File: config.mk
export PLATFORM = sky130hd
export DESIGN_NAME = alu_reg_sequencer
export DESIGN_NICKNAME = d
export VERILOG_FILES = /design/src/rtl/alu_seq_pkg.sv /design/src/rtl/alu_seq_decode.sv /design/src/rtl/alu_reg_sequencer.sv
export SDC_FILE = /design/constraint.sdc
export NUM_CORES = 1
export LEC_CHECK = 0
export BUFFER_PORTS_ARGS = -buffer_cell sky130_fd_sc_hd__buf_2
export CAP_MARGIN = 25
export CORE_MARGIN = 3
export CORE_UTILIZATION = 35
export CTS_BUF_LIST = sky130_fd_sc_hd__clkbuf_8
export DETAILED_ROUTE_END_ITERATION = 8
export GPL_ROUTABILITY_DRIVEN = 0
export PLACE_DENSITY = 0.68
export SYNTH_ARGS = -nofsm -noshare
export SYNTH_HDL_FRONTEND = slang
export SYNTH_SLANG_ARGS = --single-unit
File: constraint.sdc
create_clock -name clk -period 2.87 [get_ports clk]
set_clock_uncertainty 0.15 [all_clocks]
set_input_delay 0.574 -clock clk [delete_from_list [all_inputs] [get_ports clk]]
set_output_delay 0.574 -clock clk [all_outputs]
set_load 0.02 [all_outputs]
File: src/rtl/alu_seq_pkg.sv
// Shared types and constants for the alu_reg_sequencer controller and its strobe decoder.
package alu_seq_pkg;

  typedef enum logic [1:0] {
    IDLE  = 2'd0,
    EXEC  = 2'd1,
    SHIFT = 2'd2,
    RESP  = 2'd3
  } state_e;

  localparam int ALU_OP_BIT = 3;

  localparam logic [2:0] OP_NOP  = 3'd0;
  localparam logic [2:0] OP_CLR  = 3'd1;
  localparam logic [2:0] OP_LOAD = 3'd2;
  localparam logic [2:0] OP_INC  = 3'd3;
  localparam logic [2:0] OP_DEC  = 3'd4;
  localparam logic [2:0] OP_SHR  = 3'd5;
  localparam logic [2:0] OP_SHL  = 3'd6;
  localparam logic [2:0] OP_ROR  = 3'd7;

  // Bit order matches the {cl, ld, inc, dec, sr, sl, ir, il} strobe vector.
  typedef struct packed {
    logic cl;
    logic ld;
    logic inc;
    logic dec;
    logic sr;
    logic sl;
    logic ir;
    logic il;
  } reg_ctrl_t;

  function automatic logic is_shift_op(input logic [3:0] op);
    return !op[ALU_OP_BIT] && (op[2:0] >= OP_SHR);
  endfunction

endpackage

File: src/rtl/alu_seq_decode.sv
// Combinational decode of sequencer state + latched command into register strobes,
// register load value and ALU opcode.
module alu_seq_decode
  import alu_seq_pkg::*;
#(
  parameter int WIDTH = 4,
  parameter int OC_W  = 3
) (
  input  logic [1:0]       state,
  input  logic [3:0]       op,
  input  logic [WIDTH-1:0] data,
  input  logic [WIDTH-1:0] alu_f,
  input  logic             reg_lsb,
  output logic [7:0]       strobes,
  output logic [WIDTH-1:0] reg_in,
  output logic [OC_W-1:0]  alu_oc
);

  reg_ctrl_t ctrl;

  always_comb begin
    // NOTE: every output gets a default first so no path through the case infers a latch.
    ctrl   = '0;
    reg_in = '0;
    alu_oc = '0;
    case (state_e'(state))
      EXEC: begin
        if (op[ALU_OP_BIT]) begin
          alu_oc  = OC_W'(op[2:0]);
          ctrl.ld = 1'b1;
          reg_in  = alu_f;
        end else begin
          case (op[2:0])
            OP_CLR:  ctrl.cl = 1'b1;
            OP_LOAD: begin
              ctrl.ld = 1'b1;
              reg_in  = data;
            end
            OP_INC:  ctrl.inc = 1'b1;
            OP_DEC:  ctrl.dec = 1'b1;
            default: ;
          endcase
        end
      end
      SHIFT: begin
        case (op[2:0])
          OP_SHR: ctrl.sr = 1'b1;
          OP_SHL: ctrl.sl = 1'b1;
          OP_ROR: begin
            ctrl.sr = 1'b1;
            ctrl.ir = reg_lsb;
          end
          default: ;
        endcase
      end
      default: ;
    endcase
  end

  assign strobes = ctrl;

endmodule

File: src/rtl/alu_reg_sequencer.sv
// Command sequencer driving an ALU + shift register pair; one command per handshake,
// result returned on a valid/ready response port. Optional SEQ_ZERO_FLAG_EN adds resp_zero.
module alu_reg_sequencer
  import alu_seq_pkg::*;
#(
  parameter int WIDTH   = 4,
  parameter int OC_W    = 3,
  parameter int SHAMT_W = 2
) (
  input  logic             clk,
  input  logic             rst_n,
  input  logic             cmd_valid,
  output logic             cmd_ready,
  input  logic [3:0]       cmd_op,
  input  logic [WIDTH-1:0] cmd_data,
  output logic             resp_valid,
  input  logic             resp_ready,
  output logic [WIDTH-1:0] resp_data,
`ifdef SEQ_ZERO_FLAG_EN
  output logic             resp_zero,
`endif
  output logic [OC_W-1:0]  alu_oc,
  output logic [WIDTH-1:0] alu_a,
  output logic [WIDTH-1:0] alu_b,
  input  logic [WIDTH-1:0] alu_f,
  output logic             reg_cl,
  output logic             reg_ld,
  output logic             reg_inc,
  output logic             reg_dec,
  output logic             reg_sr,
  output logic             reg_ir,
  output logic             reg_sl,
  output logic             reg_il,
  output logic [WIDTH-1:0] reg_in,
  input  logic [WIDTH-1:0] reg_out
);

  localparam int CNT_W = SHAMT_W + 1;

  state_e             state_q, state_d;
  logic [3:0]         op_q, op_d;
  logic [WIDTH-1:0]   data_q, data_d;
  logic [CNT_W-1:0]   count_q, count_d;
  logic [7:0]         strobes;

  always_comb begin
    state_d = state_q;
    op_d    = op_q;
    data_d  = data_q;
    count_d = count_q;
    case (state_q)
      IDLE: begin
        if (cmd_valid) begin
          op_d   = cmd_op;
          data_d = cmd_data;
          if (is_shift_op(cmd_op)) begin
            state_d = SHIFT;
            count_d = CNT_W'(cmd_data[SHAMT_W-1:0]) + CNT_W'(1);
          end else begin
            state_d = EXEC;
          end
        end
      end
      EXEC:  state_d = RESP;
      SHIFT: begin
        count_d = count_q - CNT_W'(1);
        if (count_q == CNT_W'(1)) state_d = RESP;
      end
      RESP:  if (resp_ready) state_d = IDLE;
      default: state_d = IDLE;
    endcase
  end

  // Async reset returns to IDLE at once, which drops all decoded strobes without waiting for clk.
  always_ff @(posedge clk or negedge rst_n) begin
    if (!rst_n) begin
      state_q <= IDLE;
      op_q    <= '0;
      data_q  <= '0;
      count_q <= '0;
    end else begin
      // NOTE: non-blocking assignments keep all flops updating from the same pre-edge values.
      state_q <= state_d;
      op_q    <= op_d;
      data_q  <= data_d;
      count_q <= count_d;
    end
  end

  alu_seq_decode #(
    .WIDTH (WIDTH),
    .OC_W  (OC_W)
  ) u_decode (
    .state   (state_q),
    .op      (op_q),
    .data    (data_q),
    .alu_f   (alu_f),
    .reg_lsb (reg_out[0]),
    .strobes (strobes),
    .reg_in  (reg_in),
    .alu_oc  (alu_oc)
  );

  assign {reg_cl, reg_ld, reg_inc, reg_dec, reg_sr, reg_sl, reg_ir, reg_il} = strobes;

  assign cmd_ready  = (state_q == IDLE);
  assign resp_valid = (state_q == RESP);
  assign resp_data  = resp_valid ? reg_out : '0;
  assign alu_a      = reg_out;
  assign alu_b      = data_q;

`ifdef SEQ_ZERO_FLAG_EN
  assign resp_zero  = resp_valid && (reg_out == '0);
`endif

endmodule

==> impl_metrics.ini <==
[run_status]
status = finished clean

[critical_path]
r2r-start = state_q[0]
cp_max_fo = 10
start_kind = register
end_kind = output pin
critical_path.startpoint = state_q[1]
r2r_cells = 6
crit_type = register to output pin
arrival_ns = 2.00
ff2ff_setup_slack_ns = 0.60
required_ns = 2.15
reg2reg_to = count_q[2]

[logic_synthesis]
syn_area_per_cell_um2 = 9.71
ys.warnings.count = 0
synth_area_um2 = 1000
ys_seq_elements = 13
synth_top_cell_area_share_pct = 32.5
syn_inst = 103
yosys-top-cells-area = dfrtp_1 (33%), mux2_2 (10%), ha_1 (10%)
synth_nets = 131
ys_types = 32
synth_top_cell_by_area = dfrtp_1
yosysSeqAreaShare_pct = 32.5

[floorplanning]
pin_count = 49
rows = 18
die_h_um = 59.4
die-area_um2 = 3530
coreArea_um2 = 2590
die_x_um = 59.4
start_util_pct = 38.6

[final_layout]
fillers = 253
antenna_cells = 0
final_common_cell = buf_2
final_cell_mix = buf_2 (47), dfrtp_1 (13), nor2_1 (10), mux2_2 (9), ha_1 (8)
drive_gt1_share_pct = 44.8
area_growth_syn_to_layout_pct = 26.7
final_nets = 174

[detailed_routing]
vias = 916
routed_via_density = 5.23
ant_nets = 0
firstDrtPassIters = 4
wl_per_cell_um = 13.6
drc = 0
wl_um = 2380
drtIter0Drc = 18

[clocking]
cts.repair.resized = 0
cts_tree = built
postCtsHoldBufs = 0
ctsHtreeMaxLevel = 1
postCtsSetupBuffers = 0
insertion_delay_ns = 0.24
clock_path_buffers = 2
cts_buffers = 3
clockRootBuffer = clkbuf_8
clk_pin_slew_ns = 0.06
cts_sinks = 13

[timing]
tns_ns = 0
slew-limit-headroom_pct = 58.4
holdWs_ns = 0.0625
fin_crit_sh_pct = 94.8
rsz0062_at_grt = no
final.min_clock_period_ns = 2.72
worstMarginPinSlew_ns = 0.623
drv_slew = 0
final_hold_viol_count = 0
max_freq_mhz = 368
finalSetupViolations = 0

[power_and_ir_drop]
p_int_mw = 0.721
p_clk_share_pct = 12.5
vdd_ir_drop_max_mv = 0.548
p_comb_share_pct = 57.9
p_sw_share_pct = 46.3
seq_power_share_pct = 29.6
powerDensity_nw_per_um2 = 1060
power.switching_mw = 0.621
static-leakage-power_nw = 0.686

[worst_hold_path]
hold_path_class = input pin to asynchronous set/reset pin

[grt]
gr-usage-met3_pct = 4.79
grt_max_degree = 14
grt_pass1_wl_um = 3940
grt_pass1_vias = 885
use_met1_pct = 17.6
grt-busiest-layer = met2
antenna_found_initial = 0
track_usage_pct = 15.0
met2_usage_pct = 25.9
overflow = 0

[place]
hpwl_um = 1940
numPortBuffers = 47

[run]
cap_violations = 0
-- layout make-up --
class | count | area [µm²] | area share, %
multi-input combinational | 74 | 596 | 47.0
sequential | 13 | 325 | 25.7
clock inverter | 1 | 5.00 | 0.395
clock buffer | 3 | 41.3 | 3.26
timing repair buffer | 47 | 235 | 18.6
inverter | 7 | 26.3 | 2.08
tap | 30 | 37.5 | 2.96
-- flip-flops by register name, summed over array words and instances (netlist names) --
signal and flops:
alu_b 4, op_q 4, state_q 2, count_q 3
-- worst max-delay path, stage by stage (launching register included) --
cell and delay [ns]:
dfrtp_1 0.42, inv_1 0.12, ha_1 0.35, nand2b_1 0.12
nor3_1 0.38, a32o_1 0.20, buf_2 0.17
-- power groups by stage --
| stage | clock network (mW) | logic [mW] | registers [mW] |
|---|---|---|---|
| floorplan | 0 | 0.575 | 0.394 |
| global placement | 0 | 0.755 | 0.391 |
| detailed placement | 0 | 0.787 | 0.399 |
| CTS | 0.173 | 0.789 | 0.396 |
| global route | 0.179 | 0.860 | 0.419 |
| finish | 0.167 | 0.778 | 0.397 |
-- worst max path at each step --
stage	slack (ns)	depth (start not counted)	end
after floorplan	0.42	5	reg_dec
after global placement	0.61	6	reg_in[0]
after detailed placement	0.47	6	reg_in[1]
after CTS	0.20	6	reg_in[1]
after global routing	0.04	6	reg_in[0]
final	0.15	6	reg_in[1]
-- routing by layer --
metal	part of all wire, %	routed length, µm	up-vias
li1	-	-	448
met5	0	0	-
met4	0.59	14	0
met3	8.3	198	2
met2	49	1160	33
met1	43	1010	433
-- synth_stat cells, drive strengths merged --
cell	count
dfrtp	13
mux2	10
nor2	10
ha	8
and3	7
inv	7
a32o	5
buf	5
and2	4
clkbuf	4
nand2b	4
a21oi	3
mux2i	3
a221oi	2
nand2	2
nand3b	2
nor3	2
or4b	2
a222oi	1
conb	1
nand3	1
nor3b	1
nor4b	1
o211ai	1
o21a	1
o21ai	1
o22a	1
xor2	1
-- metrics by stage --
| step | total power [mW] | utilization (%) | cell area (µm²) | setup slack [ns] | instances |
|---|---|---|---|---|---|
| floorplan | 0.969 | - | 1000 | 0.418 | 103 |
| global placement | 1.15 | 47.1 | 1220 | 0.605 | 171 |
| detailed placement | 1.19 | 47.1 | 1220 | 0.467 | 171 |
| CTS | 1.36 | 48.9 | 1270 | 0.203 | 175 |
| global route | 1.46 | 48.9 | 1270 | 0.0444 | 175 |
| finish | 1.34 | 48.9 | 1270 | 0.150 | 175 |
-- cells by family (layout without fill, tap and decap cells) --
group | count (synthesis) | count (layout) | share of synthesized area [%]
flops | 13 | 13 | 32.5
compound gates | 15 | 15 | 12.8
buf+inv | 16 | 58 | 7.88
fa+ha+maj | 8 | 8 | 10.0
mux | 13 | 13 | 14.6
xor+xnor | 1 | 1 | 0.876
simple gates | 36 | 36 | 20.9
other cells | 1 | 1 | 0.375
(Power assumes the default switching activity.)
